$ cat src/rtl/sprite_overlay_multi_pkg.sv
// sprite_overlay_multi_pkg: shared types and constants for the sprite overlay stage
package sprite_overlay_multi_pkg;
  typedef logic [11:0] color_t;
  localparam int HC_W = 11;
  localparam int VC_W = 10;
  typedef enum logic [1:0] {DIR_UP, DIR_RIGHT, DIR_DOWN, DIR_LEFT} dir_t;
  localparam color_t TRANSP_KEY_DEF = 12'h0F0;
  typedef struct packed {
    logic [HC_W-1:0] hc;
    logic [VC_W-1:0] vc;
    logic hs;
    logic vs;
    logic hb;
    logic vb;
  } timing_t;
endpackage

$ cat src/rtl/sprite_overlay_multi_if.sv
// sprite_overlay_multi_if: shared image ROM port (address out, data back one clk later)
interface sprite_overlay_multi_if import sprite_overlay_multi_pkg::*; #(parameter int AW = 11);
  logic [AW-1:0] pixel_addr;
  color_t rgb_pixel;
  modport master (output pixel_addr, input rgb_pixel);
  modport slave (input pixel_addr, output rgb_pixel);
endinterface

$ cat src/rtl/sprite_overlay_multi_sprite_hit_unit.sv
// sprite_hit_unit: per-channel frame-shadowed position and bounding-box hit test
module sprite_hit_unit import sprite_overlay_multi_pkg::*; #(
  parameter int SPR_W = 32,
  parameter int SPR_H = 32,
  parameter int XW = $clog2(SPR_W),
  parameter int YW = $clog2(SPR_H)
) (
  input  logic clk,
  input  logic rst,
  input  logic latch,
  input  logic [11:0] pos_x,
  input  logic [11:0] pos_y,
  input  logic en,
  input  dir_t dir,
  input  logic [HC_W-1:0] hc,
  input  logic [VC_W-1:0] vc,
  output logic hit,
  output logic [XW-1:0] dx,
  output logic [YW-1:0] dy,
  output dir_t dir_s
);
  logic [11:0] sx, sy;
  logic en_s;
  always_ff @(posedge clk or posedge rst)
    if (rst) begin
      sx <= '0;
      sy <= '0;
      en_s <= 1'b0;
      dir_s <= DIR_UP;
    end else if (latch) begin
      sx <= pos_x;
      sy <= pos_y;
      en_s <= en;
      dir_s <= dir;
    end
  // 13-bit compares so a sprite near 4095 never wraps back onto the screen
  assign hit = en_s && 13'(hc) >= {1'b0, sx} && 13'(hc) < {1'b0, sx} + 13'(SPR_W)
                    && 13'(vc) >= {1'b0, sy} && 13'(vc) < {1'b0, sy} + 13'(SPR_H);
  assign dx = XW'(13'(hc) - {1'b0, sx});
  assign dy = YW'(13'(vc) - {1'b0, sy});
endmodule

$ cat src/rtl/sprite_overlay_multi.sv
// sprite_overlay_multi: overlays N_SPR prioritised, rotatable sprites from a shared ROM onto the pixel stream
module sprite_overlay_multi import sprite_overlay_multi_pkg::*; #(
  parameter int N_SPR = 2,
  parameter int SPR_W = 32,
  parameter int SPR_H = 32,
  parameter bit ROT_EN = 1'b1,
  parameter color_t TRANSP_KEY = TRANSP_KEY_DEF
) (
  input  logic clk,
  input  logic rst,
  input  logic [HC_W-1:0] hcount_in,
  input  logic [VC_W-1:0] vcount_in,
  input  logic hsync_in,
  input  logic vsync_in,
  input  logic hblnk_in,
  input  logic vblnk_in,
  input  color_t rgb_in,
  input  logic [12*N_SPR-1:0] pos_x_in,
  input  logic [12*N_SPR-1:0] pos_y_in,
  input  logic [N_SPR-1:0] en_in,
  input  logic [2*N_SPR-1:0] dir_in,
  sprite_overlay_multi_if.master rom,
  output logic [HC_W-1:0] hcount_out,
  output logic [VC_W-1:0] vcount_out,
  output logic hsync_out,
  output logic vsync_out,
  output logic hblnk_out,
  output logic vblnk_out,
  output color_t rgb_out,
  output logic [N_SPR-1:0] collision_out
);
  localparam int XW = $clog2(SPR_W);
  localparam int YW = $clog2(SPR_H);
  localparam int CW = $clog2(N_SPR);
  localparam int WW = (CW > 0) ? CW : 1;
  localparam int AW = CW + XW + YW;
  localparam logic [XW-1:0] SX = XW'(SPR_W - 1);
  localparam logic [YW-1:0] SY = YW'(SPR_W - 1);
  logic vs_prev, latch, any, any1, any2, coll;
  logic [N_SPR-1:0] hit, acc;
  logic [N_SPR-1:0][XW-1:0] dx_a;
  logic [N_SPR-1:0][YW-1:0] dy_a;
  dir_t [N_SPR-1:0] dir_a;
  logic [WW-1:0] win;
  logic [XW-1:0] dx_w, col;
  logic [YW-1:0] dy_w, row;
  dir_t dir_w, d;
  color_t rgb1, rgb2;
  timing_t t_in, t1, t2;
  assign latch = vsync_in & ~vs_prev;
  assign t_in = '{hcount_in, vcount_in, hsync_in, vsync_in, hblnk_in, vblnk_in};
  assign {hcount_out, vcount_out, hsync_out, vsync_out, hblnk_out, vblnk_out} = t2;
  for (genvar i = 0; i < N_SPR; i++) begin : g_ch
    sprite_hit_unit #(.SPR_W(SPR_W), .SPR_H(SPR_H)) u_hit (
      .clk(clk), .rst(rst), .latch(latch),
      .pos_x(pos_x_in[12*i +: 12]), .pos_y(pos_y_in[12*i +: 12]),
      .en(en_in[i]), .dir(dir_t'(dir_in[2*i +: 2])),
      .hc(hcount_in), .vc(vcount_in),
      .hit(hit[i]), .dx(dx_a[i]), .dy(dy_a[i]), .dir_s(dir_a[i])
    );
  end
  // descending scan so the lowest hitting index is the one left standing
  always_comb begin
    win = '0;
    any = 1'b0;
    dx_w = '0;
    dy_w = '0;
    dir_w = DIR_UP;
    for (int i = N_SPR - 1; i >= 0; i--)
      if (hit[i]) begin
        win = WW'(i);
        any = 1'b1;
        dx_w = dx_a[i];
        dy_w = dy_a[i];
        dir_w = dir_a[i];
      end
  end
  assign d = ROT_EN ? dir_w : DIR_UP;
  assign row = d == DIR_UP ? dy_w : d == DIR_RIGHT ? YW'(SX - dx_w) : d == DIR_DOWN ? SY - dy_w : YW'(dx_w);
  assign col = d == DIR_UP ? dx_w : d == DIR_RIGHT ? XW'(dy_w) : d == DIR_DOWN ? SX - dx_w : XW'(SY - dy_w);
  assign coll = ((hit & (hit - 1'b1)) != '0) && !(hblnk_in || vblnk_in);
  always_ff @(posedge clk or posedge rst)
    if (rst) begin
      vs_prev <= 1'b0;
      t1 <= '0;
      t2 <= '0;
      any1 <= 1'b0;
      any2 <= 1'b0;
      rgb1 <= '0;
      rgb2 <= '0;
      rom.pixel_addr <= '0;
      acc <= '0;
      collision_out <= '0;
    end else begin
      vs_prev <= vsync_in;
      t1 <= t_in;
      t2 <= t1;
      any1 <= any;
      any2 <= any1;
      rgb1 <= rgb_in;
      rgb2 <= rgb1;
      if (any) rom.pixel_addr <= AW'({win, row, col});
      acc <= (latch ? '0 : acc) | (coll ? hit : '0);
      if (latch) collision_out <= acc;
    end
  // ROM data arrives with stage 2, so the final select is combinational on it
  assign rgb_out = (hblnk_out || vblnk_out) ? '0
                 : (any2 && rom.rgb_pixel != TRANSP_KEY) ? rom.rgb_pixel : rgb2;
endmodule
$ cat src/flat_wrapper.sv
// flat-port wrapper written by rule: the top's interface ports become plain ports
module sprite_overlay_multi_flat import sprite_overlay_multi_pkg::*;
#(
  parameter int N_SPR = 2,
  parameter int SPR_W = 32,
  parameter int SPR_H = 32,
  parameter bit ROT_EN = 1'b1,
  parameter color_t TRANSP_KEY = TRANSP_KEY_DEF
)
  (clk, rst, hcount_in, vcount_in, hsync_in, vsync_in, hblnk_in, vblnk_in, rgb_in, pos_x_in, pos_y_in, en_in, dir_in, hcount_out, vcount_out, hsync_out, vsync_out, hblnk_out, vblnk_out, rgb_out, collision_out, rom_pixel_addr, rom_rgb_pixel);
  sprite_overlay_multi_if rom_i ();
  input  logic clk;
  input  logic rst;
  input  logic [HC_W-1:0] hcount_in;
  input  logic [VC_W-1:0] vcount_in;
  input  logic hsync_in;
  input  logic vsync_in;
  input  logic hblnk_in;
  input  logic vblnk_in;
  input  color_t rgb_in;
  input  logic [12*N_SPR-1:0] pos_x_in;
  input  logic [12*N_SPR-1:0] pos_y_in;
  input  logic [N_SPR-1:0] en_in;
  input  logic [2*N_SPR-1:0] dir_in;
  output logic [HC_W-1:0] hcount_out;
  output logic [VC_W-1:0] vcount_out;
  output logic hsync_out;
  output logic vsync_out;
  output logic hblnk_out;
  output logic vblnk_out;
  output color_t rgb_out;
  output logic [N_SPR-1:0] collision_out;
  output wire logic [$bits(rom_i.pixel_addr)-1:0] rom_pixel_addr;
  input wire logic [$bits(rom_i.rgb_pixel)-1:0] rom_rgb_pixel;
  assign rom_pixel_addr = rom_i.pixel_addr;
  assign rom_i.rgb_pixel = rom_rgb_pixel;
  sprite_overlay_multi #(.N_SPR(N_SPR), .SPR_W(SPR_W), .SPR_H(SPR_H), .ROT_EN(ROT_EN), .TRANSP_KEY(TRANSP_KEY)) u_core (.clk(clk), .rst(rst), .hcount_in(hcount_in), .vcount_in(vcount_in), .hsync_in(hsync_in), .vsync_in(vsync_in), .hblnk_in(hblnk_in), .vblnk_in(vblnk_in), .rgb_in(rgb_in), .pos_x_in(pos_x_in), .pos_y_in(pos_y_in), .en_in(en_in), .dir_in(dir_in), .rom(rom_i), .hcount_out(hcount_out), .vcount_out(vcount_out), .hsync_out(hsync_out), .vsync_out(vsync_out), .hblnk_out(hblnk_out), .vblnk_out(vblnk_out), .rgb_out(rgb_out), .collision_out(collision_out));
endmodule
$ cat config.mk
export PLATFORM = sky130hd
export DESIGN_NAME = sprite_overlay_multi_flat
export DESIGN_NICKNAME = d
export VERILOG_FILES = /design/src/rtl/sprite_overlay_multi_pkg.sv /design/src/rtl/sprite_overlay_multi_if.sv /design/src/rtl/sprite_overlay_multi_sprite_hit_unit.sv /design/src/rtl/sprite_overlay_multi.sv /design/src/flat_wrapper.sv
export SDC_FILE = /design/constraint.sdc
export NUM_CORES = 1
export LEC_CHECK = 0
export ABC_CLOCK_PERIOD_IN_PS = 9300
export CAP_MARGIN = 20
export CORE_AREA = 3 3 134 136
export CTS_BUF_LIST = sky130_fd_sc_hd__clkbuf_2 sky130_fd_sc_hd__clkbuf_4 sky130_fd_sc_hd__clkbuf_8
export DETAILED_ROUTE_END_ITERATION = 10
export DIE_AREA = 0 0 137 139
export PLACE_DENSITY = 0.7
export SYNTH_ARGS = -nofsm -noshare
export SYNTH_HDL_FRONTEND = slang
export SYNTH_HIERARCHICAL = 1
export SYNTH_SLANG_ARGS = --single-unit
$ cat constraint.sdc
create_clock -name clk -period 9.3 [get_ports clk]
set_input_delay 1.86 -clock clk [delete_from_list [all_inputs] [get_ports clk]]
set_output_delay 1.86 -clock clk [all_outputs]
set_load 0.05 [all_outputs]
; Word level (Yosys, flattened, before mapping)
; Cells that the tools add are included.
[word_totals]
regBits = 145
out_inout_bits = 50
elab_cells = 87
[classes]
n_bitwise = 4
n_lt_le_gt_ge = 8
n_mux = 19
addsub = 11
reduce_logical = 15
eq_ne = 3
[ops]
columns = operator, n
row1 = 12-bit by 6-bit adder with 13-bit output (second input constant), 4
row2 = 5-bit two-way mux, 10
row3 = 10-bit by 13-bit < comparator with 1-bit output, 2
row4 = 11-bit by 13-bit < comparator with 1-bit output, 2
row5 = 10-bit by 12-bit greater-or-equal comparator with 1-bit output, 2
row6 = 11-bit by 12-bit greater-or-equal comparator with 1-bit output, 2
row7 = 12-bit two-way mux, 2
row8 = 5-bit subtractor, 4
row9 = 12-bit by 8-bit inequality test with 1-bit output (second input constant), 1
row10 = 1-bit logical AND, 10
row11 = 5-bit subtractor (first input constant), 2
row12 = 2-bit two-way mux, 4
row13 = 1-bit two-way mux, 3
row14 = 2-bit bitwise AND, 1
row15 = 2-bit by 1-bit equality test with 1-bit output (second input constant), 1
row16 = 2-bit equality test (second input constant), 1
row17 = 2-bit zero test, 1
row18 = 1-bit logical OR, 2
row19 = 2-bit OR, 1
row20 = 2-bit nonzero test, 1
row21 = 2-bit by 1-bit subtractor with 2-bit output (second input constant), 1
row22 = 1-bit bitwise AND, 1
row23 = 1-bit zero test, 1
row24 = 1-bit inverter, 1

; Longest topological paths before layout
[depth]
depth_word = 11
mapped_depth = 15
ltp_nobuf = 13

; Modules after synthesis
; Netlist, hierarchy kept.
[modules_own_cells]
columns = module, seq_area_each_um2, cells_each, area_per_inst_um2, instances
row1 = sprite_overlay_multi, 2277.2, 229, 3139.3, 1
row2 = sprite_hit_unit at u_core.g_ch[1].u_hit, 675.6, 241, 2167.1, 1
row3 = sprite_hit_unit at u_core.g_ch[0].u_hit, 675.6, 235, 2102.0, 1

; Worst setup path after synthesis
; Ideal clock, no wire load.
[synth_timing]
path_kind = in2out
startpoint = input rom_rgb_pixel[9]
endpoint = output rgb_out[0]
setup_slack_ns = 3.778
cell_stages = 5
t_required_ns = 7.440
arrival_ns = 3.662
path_cell_list = or4_4 > o31ai_4 > buf_6 > nand2_1 > a21oi_1
[synth_via]
elab_chain_cells = 4
[synth_rtl]
columns = element, line_no
row1 = "start, declared", flat_wrapper.sv:34  ; input wire logic [$bits(rom_i.rgb_pixel)-1:0] rom_rgb_pixel;
row2 = 12-bit by 8-bit inequality test with 1-bit output, sprite_overlay_multi.sv:108  ; : (any2 && rom.rgb_pixel != TRANSP_KEY) ? rom.rgb_pixel : rgb2;
row3 = 1-bit logical AND, sprite_overlay_multi.sv:108
row4 = 12-bit two-way mux, sprite_overlay_multi.sv:108
row5 = 12-bit two-way mux, sprite_overlay_multi.sv:107  ; assign rgb_out = (hblnk_out || vblnk_out) ? '0
row6 = "end, declared", flat_wrapper.sv:31  ; output color_t rgb_out;
; No other way between the ends.

; Worst setup path after layout
[layout_timing]
startpoint = input rom_rgb_pixel[9]
endpoint = output rgb_out[3]
; Same word-level chain as after synthesis.

==> run summary <==
status: complete, no violations
GR Util All Layers: 0.185
pwr dens: 184 nW/um^2
Slew HR: 0.434
hold buffer count at cts: 0
critical path fanouts, max: 12
post-cts resize count: 0
wire per inst: 15.6 um
FP Rows: 48
die footprint: 19000 um^2
most frequent cells in the layout: clkdlybuf4s50_1, dfrtp_1, nand2_1
ys flop type: dfrtp_1
Mapped Area: 7410 um^2
Max Cap Viol: 0
Core ar.: 17100 um^2
Ant. Diodes: 0
Placed Instance Area: 9200 um^2
CTS sink count: 145
Yosys reg bits: 145
commonest non-fill, non-tap cell in the layout: clkdlybuf4s50_1
CTS Buffer Depth: 2
DRT iter0 DRCs: 202
TritonRoute pass-1 iters: 4
CP max stage delay: 0.83 ns
die span in x: 137 um
I/O pin total: 155
H-tree depth: 4
crit share post-route: 0.689
cts bufs inserted: 17
final hold violations: 0
mean post-synth cell area: 10.5 um^2
largest cells by area after synthesis: dfrtp_1, ha_1, nand2_1
RSZ-0062 raised after global routing: no
CP most frequent cell: clkdlybuf4s50_1
Cell variety after synth: 71
Hold Crit Class: reg2reg
CTS tree: done
Max Clock Freq: 0.156 GHz
sequential area share after synthesis: 0.490
critical path cell sequence: clkdlybuf4s50_1, or4_4, o31ai_4, nand2_1, a21oi_1, clkdlybuf4s50_1
largest net degree at the start of global routing: 93
Via density: 5.12
Crit path required time: 7.44 ns
area delta synth->final: 29.3%
CP Buf/Inv Count: 2
post-layout min period: 6.41 ns
critical path class: in2out
Reg2Reg Depth: 13
Die Height: 139 um
Clk pin slew, worst setup/hold paths: 0.09 ns
Synth warnings: 6
final net count: 1041
Cells after Synth: 705
Syn Nets: 882
fin area: 9580 um^2
Starting Density: 0.434
VDD IR max: 85.5 uV
Post-synth EDFFs: 0
Routed WL: 17200 um
Clock Latency Late Sink: 0.45 ns
Synth area leader: dfrtp_1
Synth top area share: 0.490
clk root buf: clkbuf_8
via count: 5644
clock skew: 0.0136 ns
initial antenna violation count: 0
CP startpoint kind: primary input
Worst Path Arrival: 4.55 ns
WP depth: 6
Setup violations, final: 0
share of layout cells above drive strength 1: 0.0855
vias in the first global route: 5765
worst hold stages: 0
Slowest-stage cell, CP: clkdlybuf4s50_1
ANT nets after route: 0
fraction of registers with async set/reset: 1.00
TNS Setup: 0 ns
GR Overflow Total: 0
DRC viols: 0
Leak: 4.23 nW
actual slew at the worst max-slew pin: 0.849 ns
Final Max Tran Viols: 0
Final HPWL DP: 13000 um
GP Congestion: 0.845
IO Port Bufs: 154
number of setup buffers added after CTS: 0
CP delay by family, top: buffers and inverters
first-pass GRT wire length: 28000 um
crit end category: output pin
through the flow:
stage,worst slack (ns),hold slack [ns],utilization,total power [mW],instances
3_3_place_gp,3.03,0.331,0.539,1.29,1070
3_5_place_dp,2.90,0.335,0.539,1.30,1070
2_1_floorplan,3.78,0.331,-,1.10,705
6_report,2.89,0.349,0.561,1.76,1102
5_1_grt,2.82,0.352,0.561,1.86,1102
4_1_cts,2.89,0.353,0.561,1.78,1102
worst register-to-register path, stage by stage (launching register included):
cell and delay (ns):
dfrtp_1 0.44, and3_4 0.23, nand3_1 0.09, xnor2_1 0.14, ha_1 0.33, a21oi_1 0.15
a311oi_1 0.06, a211oi_1 0.23, and4_2 0.23, and4b_1 0.49, nor2b_1 0.56, a22oi_1 0.34
or3_1 0.43, nand3_1 0.09
Yosys cell counts (all sizes together) (6+ instances only):
cell type    n
mux2        18
nand3b      10
nor2b        6
dfrtp      145
a21oi       32
a21o        10
nand2       85
inv         68
and4         7
o21ai       62
clkbuf      15
nor2        24
ha          68
a22oi        6
a31oi        7
a211oi       6
nand3       18
or3          6
xnor2       21
mux2i        6
report_power, final:
part           switching, mW  leakage [nW]  internal [mW]
clock                  0.277         0.185          0.198
combinational          0.315          2.31          0.224
sequential            0.0430          1.73          0.701
total                  0.635          4.23           1.12
metal layers:
layer | vias up | part of all wire | global-route usage
li1 | 2800 | - | -
met1 | 2689 | 0.48 | 0.258
met2 | 143 | 0.46 | 0.292
met3 | 12 | 0.048 | 0.0421
met4 | 0 | 0.010 | 0.0504
met5 | - | 0 | 0
registers in the layout, indices dropped and copies added, names as in the netlist:
register / cells
u_core/any1: 1
u_core/g_ch.u_hit/dir_s: 4
u_core/vsync_out: 1
u_core/collision_out: 2
u_core/vblnk_out: 1
u_core/g_ch.u_hit/sx: 24
u_core/rgb2: 12
u_core/any2: 1
u_core/vcount_out: 10
u_core/hsync_out: 1
u_core/rgb1: 12
u_core/rom.pixel_addr: 11
u_core/g_ch.u_hit/sy: 24
u_core/g_ch.u_hit/en_s: 2
u_core/hblnk_out: 1
u_core/t1: 25
u_core/hcount_out: 11
u_core/acc: 2
layout make-up:
type                       instances  area, um^2
clock inverter                    15         148
inverter                          69         262
multi-input combinational        472        3440
sequential                       145        3630
timing repair buffer             159        1580
fill                            1485        7480
tap                              225         282
clock buffer                      17         234
path summary, 6_finish.rpt:
check	from	to	slack, ns
max	rom_rgb_pixel[9]	rgb_out[3]	2.89
min	u_core/t1[6]	u_core/vcount_out[2]	0.35
max reg2reg	u_core/g_ch[1].u_hit/sx[7]	u_core/rom.pixel_addr[4]	5.42
min reg2reg	u_core/t1[6]	u_core/vcount_out[2]	0.35
max in group asynchronous	rst	u_core/t1[7]	6.40
min in group asynchronous	rst	u_core/t1[20]	1.76
kinds of logic after synthesis:
family	after synthesis	synth area share
simple gates	188	0.131
flops	145	0.490
buf+inv	88	0.0461
fa+ha+maj	72	0.126
mux	24	0.0355
xor+xnor	22	0.0260
compound gates	166	0.146
Note: power is estimated with default switching activity, not from simulation.
